`src/rtl/fp16_pkg.sv`:
```
// Shared binary16 field definitions, constants and the operand unpacker.
// FP16_SUBNORMAL_EN selects gradual underflow; otherwise subnormal inputs read as zero.
package fp16_pkg;

    localparam int EXP_W  = 5;
    localparam int FRAC_W = 10;
    localparam int SIG_W  = FRAC_W + 1;
    localparam int BIAS   = 15;

    localparam logic [EXP_W-1:0] EXP_MAX = EXP_W'(2 * BIAS + 1);
    localparam logic [15:0]      QNAN    = 16'h7E00;
    localparam logic [15:0]      POS_INF = 16'h7C00;

    // exp holds the effective exponent used for alignment, sig includes the hidden bit
    typedef struct packed {
        logic             sign;
        logic [EXP_W-1:0] exp;
        logic [SIG_W-1:0] sig;
        logic             is_zero;
        logic             is_inf;
        logic             is_nan;
    } fp16_unp_t;

    function automatic fp16_unp_t unpack(input logic [15:0] x);
        fp16_unp_t u;
        u.sign   = x[15];
        u.is_nan = (x[14:10] == EXP_MAX) && (x[9:0] != '0);
        u.is_inf = (x[14:10] == EXP_MAX) && (x[9:0] == '0);
`ifdef FP16_SUBNORMAL_EN
        u.exp     = (x[14:10] == '0) ? EXP_W'(1) : x[14:10];
        u.sig     = {(x[14:10] != '0), x[9:0]};
        u.is_zero = (x[14:0] == '0);
`else
        u.exp     = x[14:10];
        u.sig     = (x[14:10] == '0) ? '0 : {1'b1, x[9:0]};
        u.is_zero = (x[14:10] == '0);
`endif
        return u;
    endfunction

endpackage

```
`src/rtl/fp16_lzc.sv`:
```
// Leading-zero counter over the 11-bit significand plus guard bit; all-zero input gives 12.
module fp16_lzc (
    input  logic [11:0] din,
    output logic [3:0]  cnt
);

    always_comb begin
        cnt = 4'd12;
        for (int i = 0; i < 12; i++) begin
            if (din[i]) cnt = 4'(11 - i);
        end
    end

endmodule

```
`src/rtl/fp_16_adder.sv`:
```
// Two-stage binary16 adder: stage 1 unpacks, orders and aligns; stage 2 adds, normalizes, rounds.
// FP16_SUBNORMAL_EN enables subnormal operands/results; undefined flushes them to signed zero.
module fp_16_adder
    import fp16_pkg::*;
(
    input  logic        clk,
    input  logic        rst_n,
    input  logic [15:0] numi1,
    input  logic [15:0] numi2,
    output logic [15:0] ans,
    output logic        sign1o,
    output logic        sign2o,
    output logic [4:0]  exp1o,
    output logic [4:0]  exp2o,
    output logic [4:0]  expdiffo,
    output logic        szo,
    output logic [4:0]  lambdao,
    output logic        flago,
    output logic [10:0] mro,
    output logic [4:0]  rexpo
);

    fp16_unp_t   ua, ub;
    logic        swap, sign_l, sign_s, lost, special;
    logic [4:0]  exp_l, exp_s, ediff;
    logic [10:0] sig_l, sig_s;
    logic [13:0] ext, shifted, aligned;
    logic [15:0] spec_val;

    logic        s1_special, s1_sign_l, s1_sub, s1_flag, s1_sign1, s1_sign2;
    logic [15:0] s1_spec_val;
    logic [4:0]  s1_exp_l, s1_exp1, s1_exp2, s1_expdiff;
    logic [10:0] s1_sig_l;
    logic [13:0] s1_sig_s;

    always_comb begin : stage1
        ua     = unpack(numi1);
        ub     = unpack(numi2);
        swap   = numi2[14:0] > numi1[14:0];
        sign_l = swap ? ub.sign : ua.sign;
        sign_s = swap ? ua.sign : ub.sign;
        exp_l  = swap ? ub.exp  : ua.exp;
        exp_s  = swap ? ua.exp  : ub.exp;
        sig_l  = swap ? ub.sig  : ua.sig;
        sig_s  = swap ? ua.sig  : ub.sig;
        // exponents never exceed 30 on this path, so the difference fits without saturating
        ediff   = exp_l - exp_s;
        ext     = {sig_s, 3'b000};
        shifted = ext >> ediff;
        lost    = |(ext & ~(14'h3fff << ediff));
        aligned = {shifted[13:1], shifted[0] | lost};

        special  = 1'b1;
        spec_val = QNAN;
        if (ua.is_nan || ub.is_nan || (ua.is_inf && ub.is_inf && (ua.sign != ub.sign)))
            spec_val = QNAN;
        else if (ua.is_inf)
            spec_val = numi1;
        else if (ub.is_inf)
            spec_val = numi2;
        else if (ua.is_zero && ub.is_zero)
            spec_val = {ua.sign & ub.sign, 15'd0};
        else
            special = 1'b0;
    end

    always_ff @(posedge clk or negedge rst_n) begin
        if (!rst_n) begin
            s1_special  <= 1'b0;
            s1_spec_val <= '0;
            s1_sign_l   <= 1'b0;
            s1_sub      <= 1'b0;
            s1_exp_l    <= '0;
            s1_sig_l    <= '0;
            s1_sig_s    <= '0;
            s1_flag     <= 1'b0;
            s1_sign1    <= 1'b0;
            s1_sign2    <= 1'b0;
            s1_exp1     <= '0;
            s1_exp2     <= '0;
            s1_expdiff  <= '0;
        end else begin
            s1_special  <= special;
            s1_spec_val <= spec_val;
            s1_sign_l   <= sign_l;
            s1_sub      <= sign_l ^ sign_s;
            s1_exp_l    <= exp_l;
            s1_sig_l    <= sig_l;
            s1_sig_s    <= aligned;
            s1_flag     <= swap;
            s1_sign1    <= numi1[15];
            s1_sign2    <= numi2[15];
            s1_exp1     <= numi1[14:10];
            s1_exp2     <= numi2[14:10];
            s1_expdiff  <= ediff;
        end
    end

    logic [14:0] op_l, op_s, sum;
    logic [13:0] norm;
    logic [11:0] sig_r;
    logic [10:0] sig_f;
    logic [5:0]  e_pre, e;
    logic [4:0]  limit, sh, lam, lam_d;
    logic [3:0]  lz;
    logic        round_up, tiny;
    logic [15:0] ans_d;

    fp16_lzc u_lzc (
        .din (sum[13:2]),
        .cnt (lz)
    );

    always_comb begin : stage2
        op_l  = {1'b0, s1_sig_l, 3'b000};
        op_s  = {1'b0, s1_sig_s};
        sum   = s1_sub ? (op_l - op_s) : (op_l + op_s);
        limit = s1_exp_l - 5'd1;
        sh    = ({1'b0, lz} < limit) ? {1'b0, lz} : limit;

        if (sum[14]) begin
            norm  = {sum[14:2], sum[1] | sum[0]};
            e_pre = {1'b0, s1_exp_l} + 6'd1;
            lam   = 5'd0;
        end else begin
            // a shift capped by the exponent leaves the hidden bit clear: subnormal
            norm  = sum[13:0] << sh;
            e_pre = norm[13] ? ({1'b0, s1_exp_l} - {1'b0, sh}) : 6'd0;
            lam   = sh;
        end

        round_up = norm[2] & (norm[1] | norm[0] | norm[3]);
        sig_r    = {1'b0, norm[13:3]} + {11'd0, round_up};
        sig_f    = sig_r[11] ? sig_r[11:1] : sig_r[10:0];
        e        = e_pre + {5'd0, sig_r[11]};
        if ((e == 6'd0) && sig_f[10]) e = 6'd1;

`ifdef FP16_SUBNORMAL_EN
        tiny = 1'b0;
`else
        tiny = (e == 6'd0);
`endif

        ans_d = '0;
        lam_d = lam;
        if (s1_special) begin
            ans_d = s1_spec_val;
            lam_d = 5'd0;
        end else if (sum == '0) begin
            ans_d = 16'h0000;
            lam_d = 5'd0;
        end else if (e >= {1'b0, EXP_MAX}) begin
            ans_d = {s1_sign_l, POS_INF[14:0]};
        end else if (tiny) begin
            ans_d = {s1_sign_l, 15'd0};
        end else begin
            ans_d = {s1_sign_l, e[4:0], sig_f[9:0]};
        end
    end

    always_ff @(posedge clk or negedge rst_n) begin
        if (!rst_n) begin
            ans      <= '0;
            sign1o   <= 1'b0;
            sign2o   <= 1'b0;
            exp1o    <= '0;
            exp2o    <= '0;
            expdiffo <= '0;
            szo      <= 1'b0;
            lambdao  <= '0;
            flago    <= 1'b0;
            mro      <= '0;
            rexpo    <= '0;
        end else begin
            ans      <= ans_d;
            sign1o   <= s1_sign1;
            sign2o   <= s1_sign2;
            exp1o    <= s1_exp1;
            exp2o    <= s1_exp2;
            expdiffo <= s1_expdiff;
            szo      <= ans_d[15];
            lambdao  <= lam_d;
            flago    <= s1_flag;
            mro      <= {(ans_d[14:10] != 5'd0), ans_d[9:0]};
            rexpo    <= ans_d[14:10];
        end
    end

endmodule

```
`config.mk`:
```
export PLATFORM = sky130hd
export DESIGN_NAME = fp_16_adder
export DESIGN_NICKNAME = d
export VERILOG_FILES = /design/src/rtl/fp16_pkg.sv /design/src/rtl/fp16_lzc.sv /design/src/rtl/fp_16_adder.sv
export SDC_FILE = /design/constraint.sdc
export NUM_CORES = 1
export LEC_CHECK = 0
export CAP_MARGIN = 20
export CELL_PAD_IN_SITES_DETAIL_PLACEMENT = 1
export CELL_PAD_IN_SITES_GLOBAL_PLACEMENT = 2
export CORE_ASPECT_RATIO = 0.8
export CORE_MARGIN = 2
export CORE_UTILIZATION = 32
export CTS_CLUSTER_DIAMETER = 120
export CTS_CLUSTER_SIZE = 25
export DETAILED_ROUTE_END_ITERATION = 10
export PLACE_DENSITY = 0.81
export SYNTH_ARGS = -nofsm -noshare
export SYNTH_HDL_FRONTEND = slang
export SYNTH_HIERARCHICAL = 1
export SYNTH_SLANG_ARGS = --single-unit
```
`constraint.sdc`:
```
create_clock -name clk -period 8.5 [get_ports clk]
set_input_delay 1.7 -clock clk [delete_from_list [all_inputs] [get_ports clk]]
set_output_delay 1.7 -clock clk [all_outputs]
set_load 0.02 [all_outputs]
```
; ---- After elaboration in Yosys (flattened, before gate mapping)
; Index checks and enable logic that the tools add are counted.
; Widths: inputs -> output; s select.
[classes]
n_addsub = 8
order_cmp = 3
eq_ne = 3
n_shift = 3
mux = 42
bitwise_logic = 9
reduce_logical = 21
[ops]
columns = cell, n
row1 = $mux 16, 6
row2 = $mux 11, 5
row3 = $mux 15, 3
row4 = $mux 4, 8
row5 = $mux 5, 6
row6 = $logic_not 10->1, 2
row7 = $reduce_bool 10->1, 2
row8 = $mux 6, 3
row9 = $add 14x14->15, 1
row10 = $gt 15x15->1, 1
row11 = $logic_not 15->1, 1
row12 = $sub 14x14->15, 1
row13 = $and 14x14->14, 1
row14 = $mux 14, 1
row15 = $not 14->14, 1
row16 = $reduce_or 14->1, 1
row17 = $shl 14x5->14, 1
row18 = $shl 14x5->14 const A, 1
row19 = $shr 14x5->14, 1
row20 = $add 11x1->12, 1
row21 = $logic_not 6->1, 2
row22 = $mux 3, 4
row23 = $eq 5x5->1 const B, 2
row24 = $logic_not 5->1, 2
row25 = 15 further kinds, 32
[word_totals]
register_bits = 123
wordCells = 113

; ---- Longest topological paths before layout
; Gate-level depths: netlist (run 1).
[logic_depth]
depth_word = 32
mapped_depth = 40
ltp_nobuf = 36

; ---- Cells and area by module
; Netlist (run 1), hierarchy kept.
[by_module_without_submodules]
columns = mod, instances, cells_per_inst, area_per_inst_um2
row1 = fp_16_adder, 1, 919, 8051.5
row2 = fp16_lzc, 1, 21, 111.4

; ---- Worst setup path before layout (run 1)
; No wires, ideal clock.
[synth_timing]
path_kind = register to register
start = register s1_sig_l[4]
end = register mro[8]
setup_time_ns = 0.122
arrival_ns = 7.986
required_time_ns = 8.378
setup_slack_ns = 0.392
stages_incl_launch_ff = 36
path_buffers = 3
period_less_slack_ns = 8.108
path_cell_list = dfrtp_1 > ha_1 > clkbuf_1 > nor3b_1 > a211oi_1 > a21oi_1 > a211oi_1 > xnor2_1 > inv_1 > or4_4 > a31oi_1 > ha_1 > a21oi_1 > a21boi_1 > o31a_1 > o21ai_2 > buf_2 > mux2_2 > o22a_1 > a21oi_1 > buf_2 > nand3_1 > nor4b_4 > ha_1 > ha_1 > a21boi_0 > o21ai_0 > nand2_1 > a32oi_1 > xor2_1 > mux2_2 > nor4b_1 > nand4bb_1 > and4b_1 > o21a_1 > a32o_1
[synth_via]
elab_cells_between_ends = 33
cone_classes = add/sub: 5 / order compare: 2 / shift: 1 / mux: 18 / bitwise: 3 / reduce/logical: 4
[synth_lines]
columns = element, line
row1 = "start, declared", fp_16_adder.sv:33  ; logic [10:0] s1_sig_l;
row2 = "start signal, assigned", fp_16_adder.sv:88  ; s1_sig_l <= sig_l;
row3 = $add 14x14->15 / $sub 14x14->15 (equally long branches), fp_16_adder.sv:117  ; sum = s1_sub ? (op_l - op_s) : (op_l + op_s);
row4 = $mux 15 (*), fp_16_adder.sv:117
row5 = named net sum[10], fp_16_adder.sv:99  ; logic [14:0] op_l, op_s, sum;
row6 = $mux 4 (*) (4 in a row), fp16_lzc.sv:10  ; if (din[i]) cnt = 4'(11 - i);
row7 = named net lz[2], fp_16_adder.sv:105  ; logic [3:0] lz;
row8 = $lt 4x5->1, fp_16_adder.sv:119  ; sh = ({1'b0, lz} < limit) ? {1'b0, lz} : limit;
row9 = $mux 5 (*), fp_16_adder.sv:119
row10 = branches (longest 12 deep; another with $add 11x1->12), n/a
row11 = $mux 15 (*), fp_16_adder.sv:152  ; end else if (e >= {1'b0, EXP_MAX}) begin
row12 = $mux 16 (*), fp_16_adder.sv:149  ; end else if (sum == '0) begin
row13 = $mux 16 (*), fp_16_adder.sv:146  ; if (s1_special) begin
row14 = named net ans_d[8], fp_16_adder.sv:107  ; logic [15:0] ans_d;
row15 = "end signal, assigned", fp_16_adder.sv:184  ; mro <= {(ans_d[14:10] != 5'd0), ans_d[9:0]};
row16 = "end, declared", fp_16_adder.sv:19  ; output logic [10:0] mro,
; Mark *: on every way through the listed nets, which the timed path passes.

; ---- Worst setup path after layout (run 1)
[layout_timing]
start = register s1_sig_l[0]
end = register mro[6]
[layout_via]
elab_cells_between_ends = 37
cone_classes = add/sub: 5 / order compare: 2 / shift: 1 / mux: 22 / bitwise: 3 / reduce/logical: 4
[layout_lines]
columns = element, line
row1 = $add 14x14->15 / $sub 14x14->15 (equally long branches), fp_16_adder.sv:117
row2 = $mux 15 (*), fp_16_adder.sv:117
row3 = named net sum[11], fp_16_adder.sv:99
row4 = $mux 4 (*) (3 in a row), fp16_lzc.sv:10
row5 = named net lz[2], fp_16_adder.sv:105
row6 = $lt 4x5->1, fp_16_adder.sv:119
row7 = $mux 5 (*), fp_16_adder.sv:119
row8 = branches (longest 12 deep; another with $add 11x1->12), n/a
row9 = $mux 15 (*), fp_16_adder.sv:152
row10 = $mux 16 (*), fp_16_adder.sv:149
row11 = $mux 16 (*), fp_16_adder.sv:146
row12 = named net ans_d[6], fp_16_adder.sv:107
; Marked as above.

==> results of run 1 <==
[worst max-delay path: cells and delay by family, from the launching register on]
family	cells	cell delay [ps]
multiplexers	2	480
buffers and inverters	4	560
adder cells (fa/ha/maj)	5	1210
AO/OA/AOI/OAI	15	2990
XOR/XNOR	2	370
flip-flops	1	390
AND/OR/NAND/NOR	9	2080
[cell usage in the layout (no fill, tap or decap), types with 6 or more instances in the layout]
cell type        count
a31oi_1              9
clkbuf_16            9
or2_2                7
dfrtp_1            107
o31ai_1             13
a21o_1              15
inv_1               69
nand2b_1             7
a221oi_1             6
a22o_1              11
nor4_1               9
buf_4               71
nor2b_1              9
o21a_1               7
ha_1                47
or3_1                7
conb_1              11
nand2_1             81
xor2_1              10
nor3_1              16
clkdlybuf4s50_1     88
a22oi_1              6
nor2_1              74
and3_1               8
nand3_1             30
and2_1               6
a21oi_1             45
o21ai_0             50
mux2_2              10
nand4_1             14
mux2i_1             26
a211oi_1             8
o2111ai_1            7
o211ai_1            17
xnor2_1             20
[metrics by stage]
step	power, mW	cell area, um2	hold slack, ps	TNS (ps)
floorplan	2.28	8200	331	0
global placement	3.10	9600	331	-546
detailed placement	3.13	9600	336	-2010
CTS	3.61	9960	353	0
global route	4.03	10200	364	-390
finish	3.76	10200	350	0
[sequential cells by signal, summed over array words and instances, names as in the netlist]
register,cells
s1_spec_val,16
s1_expdiff,5
s1_sign2,1
s1_sig_s,14
s1_sign1,1
exp2o,5
s1_exp1,5
lambdao,5
ans,2
sign2o,1
exp1o,5
s1_special,1
sign1o,1
mro,11
s1_sign_l,1
flago,1
rexpo,4
s1_sub,1
expdiffo,5
s1_flag,1
s1_exp_l,5
s1_exp2,5
s1_sig_l,11
[layout make-up]
type / instances / area [um2] / share of cell area
Clock inverter: 7 / 93.8 / 0.00918
Timing Repair Buffer: 161 / 1450 / 0.141
Sequential cell: 107 / 2680 / 0.262
Inverter: 75 / 285 / 0.0279
Tap cell: 324 / 405 / 0.0396
Clock buffer: 9 / 225 / 0.0220
Multi-Input combinational cell: 707 / 5090 / 0.498
[logic make-up after synthesis]
group / after synthesis / synth area share
mux: 43 / 0.0612
other cells: 2 / 0.000920
buf+inv: 135 / 0.0734
compound gates: 269 / 0.233
flops: 107 / 0.328
xor+xnor: 31 / 0.0333
simple gates: 297 / 0.183
fa+ha+maj: 56 / 0.0874
[power breakdown]
part	internal, mW	leakage, nW	switching (mW)
Clock	0.213	0.153	0.226
Sequential	0.604	1.27	0.0553
Combinational	1.14	3.03	1.52
[layer usage]
metal / wire length [um] / vias up
met1: 13100 / 3782
met5: 0 / -
li1: - / 3649
met4: 281 / 0
met2: 11500 / 206
met3: 1760 / 17
[timing repair]
| action | in CTS | in global routing |
|---|---|---|
| setup endpoints to repair | 10 | 12 |
| cloned | 0 | 0 |
| hold endpoints to repair | 0 | 0 |
| gates resized for setup | 5 | 35 |
| hold buffers | 0 | 0 |
| pin swaps | 1 | 19 |
| buffers inserted | 2 | 14 |
[worst max path at each step]
stage,startpoint,endpoint,slack (ps),cells past startpoint
floorplan,s1_sig_l[4],mro[8],390,35
CTS,s1_sig_s[4],mro[6],10,36
global placement,s1_sig_l[5],mro[8],-80,33
global route,s1_sig_l[0],mro[6],-110,38
finish,s1_sig_l[0],mro[6],320,37
detailed placement,s1_sig_l[4],mro[8],-220,35
==> results.md, run 1 <==
- The run finished with clean final reports.
- The die is 183 um wide.
- The synthesized netlist contains 90 unique library cells.
- The post-CTS clock slew at the launch and capture registers of the worst setup and hold paths is about 80 ps.
- In the routed design, unresolved DRC markers number 0.
- Counting the fill cells in the layout gives between 2,000 and 3,000.
- The cell chosen for the clock root is clkbuf_16.
- The number of placed instances, taps included, is between 1,000 and 1,500.
- The count of buffers added on input and output ports is 89.
- Measured on the finished design, the core utilization comes to 0.406.
- Summing over every cut layer, the via total after detailed routing is roughly 7,700.
- The total count of hold-check failures in the final report is 0.
- The power per standard cell area is about 370 nW/um2.
- In this run the number of H-tree levels came out at 3.
- The core footprint is 25,200 um2.
- In this run the static leakage power is about 4.5 nW.
- Once routing completed, OpenROAD measured the worst setup slack at around 320 ps.
- Headroom to the max-slew limit came out at 0.397.
- The clock arrives with ~13 ps of skew.
- The met1 track demand over resource is 0.294.
- The Yosys step of the flow raised 6 warnings.
- In this run the critical register-to-register path is launched from s1_sig_l[0].
- After synthesis, the cell types taking the most area are dfrtp_1 (33%), ha_1 (8.1%), nand2_1 (3.8%).
- The synthesized netlist occupies a cell area of slightly above 8000 um2.
- The end of the worst hold path is expdiffo[2].
- In the global route stage, met2 resource usage came out at 0.302.
- The worst setup path is launched from a register.
- The number of failing setup endpoints in the final timing report is 0.
- The shortest clock period the worst path allows after layout is ~8200 ps.
- The number of maximum-capacitance violations is 0.
- In the final routed layout, each cell accounts on average for between 15 and 20 um.
- The path category of the worst min-delay check is reg2reg.
- TritonCTS built the clock tree.
- The endpoint identified for the worst register-to-register timing path is mro[6].
- The remaining global-route overflow is 0.
- The commonest cells after synthesis are dfrtp_1 (107), nand2_1 (82), nor2_1 (76).
- The worst hold path begins at s1_expdiff[2].
- The final layout contains routed wiring with a total length of 26,600 um.
- The clock reaches the later pin of the worst-skew pair after 370 ps.
- The remaining antenna violation count is 0.
- The detailed-route vias per instance is roughly 5.5.
- The first global-routing pass estimated approximately 43,000 um of wire.
- The die outline area is 26,800 um2.
- The number of antenna violations at the first check in global routing is 1.
- Across all register-to-register paths, the minimum setup slack is about 320 ps.
- The non-filler instance count after layout is 1,390.
- The fraction of post-synthesis cell area in the top cell type by area is 0.328.
- The initial utilization of the core area, before any placement, comes to 0.324.
- Of the cells placed in the final design, the portion with a size suffix greater than 1 is 0.149.
- Dividing the final minimum period by the clock period gives 0.962.
- The cell with the most instances after synthesis is dfrtp_1.
- The synthesis-stage register bit count is 107.
- The required time reported for the critical path endpoint is 8750 ps.
- The number of antenna diodes in the final layout is 0.
- The number of global-route vias before repair was 7,691.
- Based on the critical path, the design can be clocked at up to between 0.1 and 0.15 GHz.
- The max-slew violation count was 0.
- The main flop type after synthesis is dfrtp_1.
- Entering global routing, the biggest net connects 65 pins.
- The number of optimization iterations in the first detailed-route pass is 5.
- The final net count is 1,150.
- Counting stages on the worst path, the most repeated cell is buf_4.
- Data arrives at the worst endpoint at 8430 ps.
- The sequential cell area fraction in the yosys report is 0.328.
- The number of cells traversed by the worst hold path is 0.
- The pin slew with the least headroom to its limit is between 900 and 1000 ps.
- The HPWL after detailed placement is slightly above 20,000 um.
- The initialized floorplan defines between 50 and 60 standard-cell rows.
- Routability-driven placement finished with a final weighted congestion of 0.910.
- Counting every sink on the clock net gives around 110.
- The combined global-route utilization of all metal layers is 0.201.
- At the placement stage, the worst setup path has a slack of -223 ps.
- The count of cells along the worst register-to-register path is 37.
- On the critical path, the stage with the largest delay is an instance of or4_4.
- The detailed router finished its first iteration with ~430 violations.
- The worst-case IR drop observed on VDD is around 0.12 mV.
- The die is 147 um tall.
- The average cell area after synthesis is 8.68 um2.
- The delay contributed by the slowest stage of the critical path is 520 ps.
- The share of flip-flops with an asynchronous set or reset after synthesis is 1.00.
- Of all cell types, the one taking the most synthesized area is dfrtp_1.
- In this run the worst path has a maximum fanout of 5.
- The number of clock buffers added by TritonCTS is 9.
- The global-route layer with the greatest usage is met2.
- For this run, global-route usage on met3 was measured as 0.0456.
- The area added between synthesis and finish is 25.3%.
- In this run the deepest clock path goes through 2 buffers.
- The number of ports placed on the die boundary is 90.
- The worst setup path is of the reg2reg kind.
- The kind of end point of the critical path is a register.
- Synthesis produced between 900 and 1,000 cells.
- The count of flip-flops with a built-in enable after synthesis is 0.
Note: power is estimated with default switching activity, not from simulation.
==> run 2, diff against run 1 <==
--- a/config.mk
+++ b/config.mk
@@ -15,6 +15,7 @@
 export CTS_CLUSTER_SIZE = 25
 export DETAILED_ROUTE_END_ITERATION = 10
 export PLACE_DENSITY = 0.81
+export SLEW_MARGIN = 20
 export SYNTH_ARGS = -nofsm -noshare
 export SYNTH_HDL_FRONTEND = slang
 export SYNTH_HIERARCHICAL = 1
==> results of run 2 <==
Final layout, timing and power as in run 1 (identical DEF).
==> run 3, diff against run 2 <==
--- a/config.mk
+++ b/config.mk
@@ -6,15 +6,13 @@
 export NUM_CORES = 1
 export LEC_CHECK = 0
 export CAP_MARGIN = 20
-export CELL_PAD_IN_SITES_DETAIL_PLACEMENT = 1
-export CELL_PAD_IN_SITES_GLOBAL_PLACEMENT = 2
 export CORE_ASPECT_RATIO = 0.8
 export CORE_MARGIN = 2
-export CORE_UTILIZATION = 32
+export CORE_UTILIZATION = 52
 export CTS_CLUSTER_DIAMETER = 120
 export CTS_CLUSTER_SIZE = 25
 export DETAILED_ROUTE_END_ITERATION = 10
-export PLACE_DENSITY = 0.81
+export PLACE_DENSITY = 0.8
 export SLEW_MARGIN = 20
 export SYNTH_ARGS = -nofsm -noshare
 export SYNTH_HDL_FRONTEND = slang
==> results.md, run 3 (synthesis gave the netlist of run 1 again) <==
- The via count is around 7,700.
- The total count of hold-check failures in the final report is 0.
- The first global-routing pass estimated between 30,000 and 40,000 um of wire.
- The maximum fanout count along the critical path is 5.
- The run finished with clean final reports.
- The net switching component of the power is around 1.8 mW.
- The proportion of total power due to net switching is 0.470.
- 90 I/O pins were placed.
- For this run, global-route usage on met2 was measured as 0.419.
- The congestion estimate from routability-driven global placement came to ~1.
- The initial standard-cell utilization of the core is 0.538.
- The library cell used most frequently in the layout, excluding fill and tap cells, is dfrtp_1.
- met2 is the most crowded layer.
- The placed cell area is 9580 um2.
- The number of flip-flops under the largest register name is 16.
- The sequential share of power is 0.170.
- The cts-stage hold buffer count is 0.
- In the final layout, the share of cells above drive strength 1 is 0.155.
- s1_spec_val holds more flip-flops than any other register.
- The clock buffer count from CTS is 9.
- In the layout the commonest cells are dfrtp_1 (107), clkdlybuf4s50_1 (88), nand2_1 (82), buf_4 (78), nor2_1 (75).
- The tool flagged a number of max-cap violations equal to 0.
- The placed instance count is about 1,300.
- The worst path meets setup with between 200 and 300 ps of slack.
- After legalization and detailed placement, the total HPWL measured 17,900 um.
- The kind of end point of the critical path is a register.
- The TritonCTS clock tree is done.
- The number of global-route vias before repair was about 7,000.
- The cell family contributing the most delay on the critical path is compound AO/OA/AOI/OAI gates.
- The layout has around 1,200 filler cells.
- The fraction of power consumed by the clock network is 0.116.
- The number of antenna violations at the first check in global routing is 1.
- Input and output buffers added on the ports amount to just under 90.
- Subtracting the final worst setup slack from the clock period gives just over 8000 ps.
- The detail route stage leaves a number of antenna-violating nets equal to 0.
- The share of the clock period used by the worst path is 0.966.
- The source-to-sink clock delay at the later pin of the worst-skew pair is 380 ps.
- Clock-pin slew was measured on the worst setup and hold paths at about 80 ps.
- The most numerous cell type found on the critical path is ha_1.
- For this design the ratio of total power to cell area is approximately 380 nW/um2.
- The number of DRC markers in iteration 0 is roughly 870.
- The relative slew slack is 0.397.
- The final layout contains 1,156 nets.
- After routing, the total negative slack on setup checks comes to 0 ps.
- After detailed routing, the number of remaining DRC violations is 0.
- For met1 alone, demand over resource in global routing was 0.416.
- The non-filler instance count after layout is roughly 1,300.
- The slowest stage of the critical path belongs to the cell or4_4.
- The number of H-tree levels is 3.
- In the final layout, the registers with the most flip-flops are s1_spec_val: 16 flops, s1_sig_s: 14 flops.
- Summed over all layers, the routed wires come to between 20,000 and 25,000 um.
- Setup violations remaining at the end of the flow were counted as 0.
- Before CTS, the worst setup slack after placement is 132 ps.
- The die is between 100 and 150 um wide.
- The number of buffers on the longest clock path is 2.
- The detailed-route wire length per cell is roughly 18 um.
- The internal portion of the total power is 2.04 mW.
- Using the TritonRoute via totals, the vias-per-cell ratio works out to 6.04.
- The die is approximately 120 um tall.
- The static power due to leakage is 4.50 nW.
- The cell chosen for the clock root is clkbuf_16.
- By startpoint and endpoint, the worst setup path is classified as reg2reg.
- The core footprint is approximately 15,000 um2.
- For this run, the slowest stage of the critical path takes 520 ps.
- The first detailed-routing pass took 8 iterations.
- The data arrival time of the worst path is 8460 ps.
- The die outline area is 16,700 um2.
- The number of placement rows is 40.
- The top achievable clock speed is 0.122 GHz.
- The worst hold slack is roughly 350 ps.
- The pin slew with the least headroom to its limit is approximately 900 ps.
- The combinational group share of total power is 0.714.
- The maximum number of pins on one net before global-route repair is 71.
- The worst-case register-to-register setup slack is 290 ps.
- The path category of the worst min-delay check is reg2reg.
- After routing the design area is ~10,000 um2.
- The number of buffer and inverter stages on the critical path is 3.
- The number of sinks on the clock net is about 110.
- The combined global-route utilization of all metal layers is 0.287.
- The max-slew violation count is 0.
- The remaining global-route overflow is 0.
- The number of antenna diodes in the final layout is 0.
- The worst setup path is launched from a register.
- The area added between synthesis and finish is 24.4%.
- The maximum ir drop on the vdd rail is 0.176 mV.
- The global-route track usage on met3 is 0.0884.
- The clock skew after layout is 13.9 ps.
- At the worst endpoint, the required time is about 8800 ps.
run 3: changes by cell type in the layout (fill, tap and decap cells not counted), sizes merged:
cell,previous run,this run
buf,73,79
clkinv,8,3
inv,74,79
run 3: power groups by stage:
stage | Combinational (mW) | Clock [mW] | Sequential, mW
2_1_floorplan | 1.56 | 0 | 0.716
3_3_place_gp | 2.50 | 0 | 0.662
3_5_place_dp | 2.52 | 0 | 0.667
4_1_cts | 2.54 | 0.456 | 0.657
5_1_grt | 2.95 | 0.480 | 0.667
6_report | 2.75 | 0.447 | 0.657
run 3: what timing repair did:
action	in CTS	in global routing
resized for setup	0	43
setup endpoints to repair	0	12
setup buffers	0	7
run 3: worst paths after layout:
check,from,end,cells past startpoint
max,s1_sig_l[0],mro[8],35
max in group asynchronous,rst_n,lambdao[3],2
min in group asynchronous,rst_n,s1_exp1[3],1
min,s1_expdiff[4],expdiffo[4],0
min reg2reg,s1_expdiff[4],expdiffo[4],0
max reg2reg,s1_sig_l[0],mro[8],35
run 3: stage by stage:
stage          total power [mW]   util
6_report                   3.86  0.670
5_1_grt                    4.09  0.670
4_1_cts                    3.65  0.653
3_5_place_dp               3.18  0.632
3_3_place_gp               3.16  0.632
2_1_floorplan              2.28      -
run 3: layout make-up:
class / instances / area (um2) / share of cell area
inverter: 75 / 289 / 0.0285
sequential: 107 / 2680 / 0.264
multi-input combinational: 707 / 5120 / 0.504
clock buffer: 9 / 225 / 0.0222
timing repair buffer: 167 / 1490 / 0.146
tap: 210 / 263 / 0.0259
clock inverter: 7 / 93.8 / 0.00924
run 3: layer usage:
| layer | vias to the layer above | share of wire |
|---|---|---|
| met5 | - | 0.00055 |
| met4 | 2 | 0.016 |
| met3 | 38 | 0.099 |
| met2 | 386 | 0.42 |
| met1 | 3660 | 0.46 |
| li1 | 3658 | - |
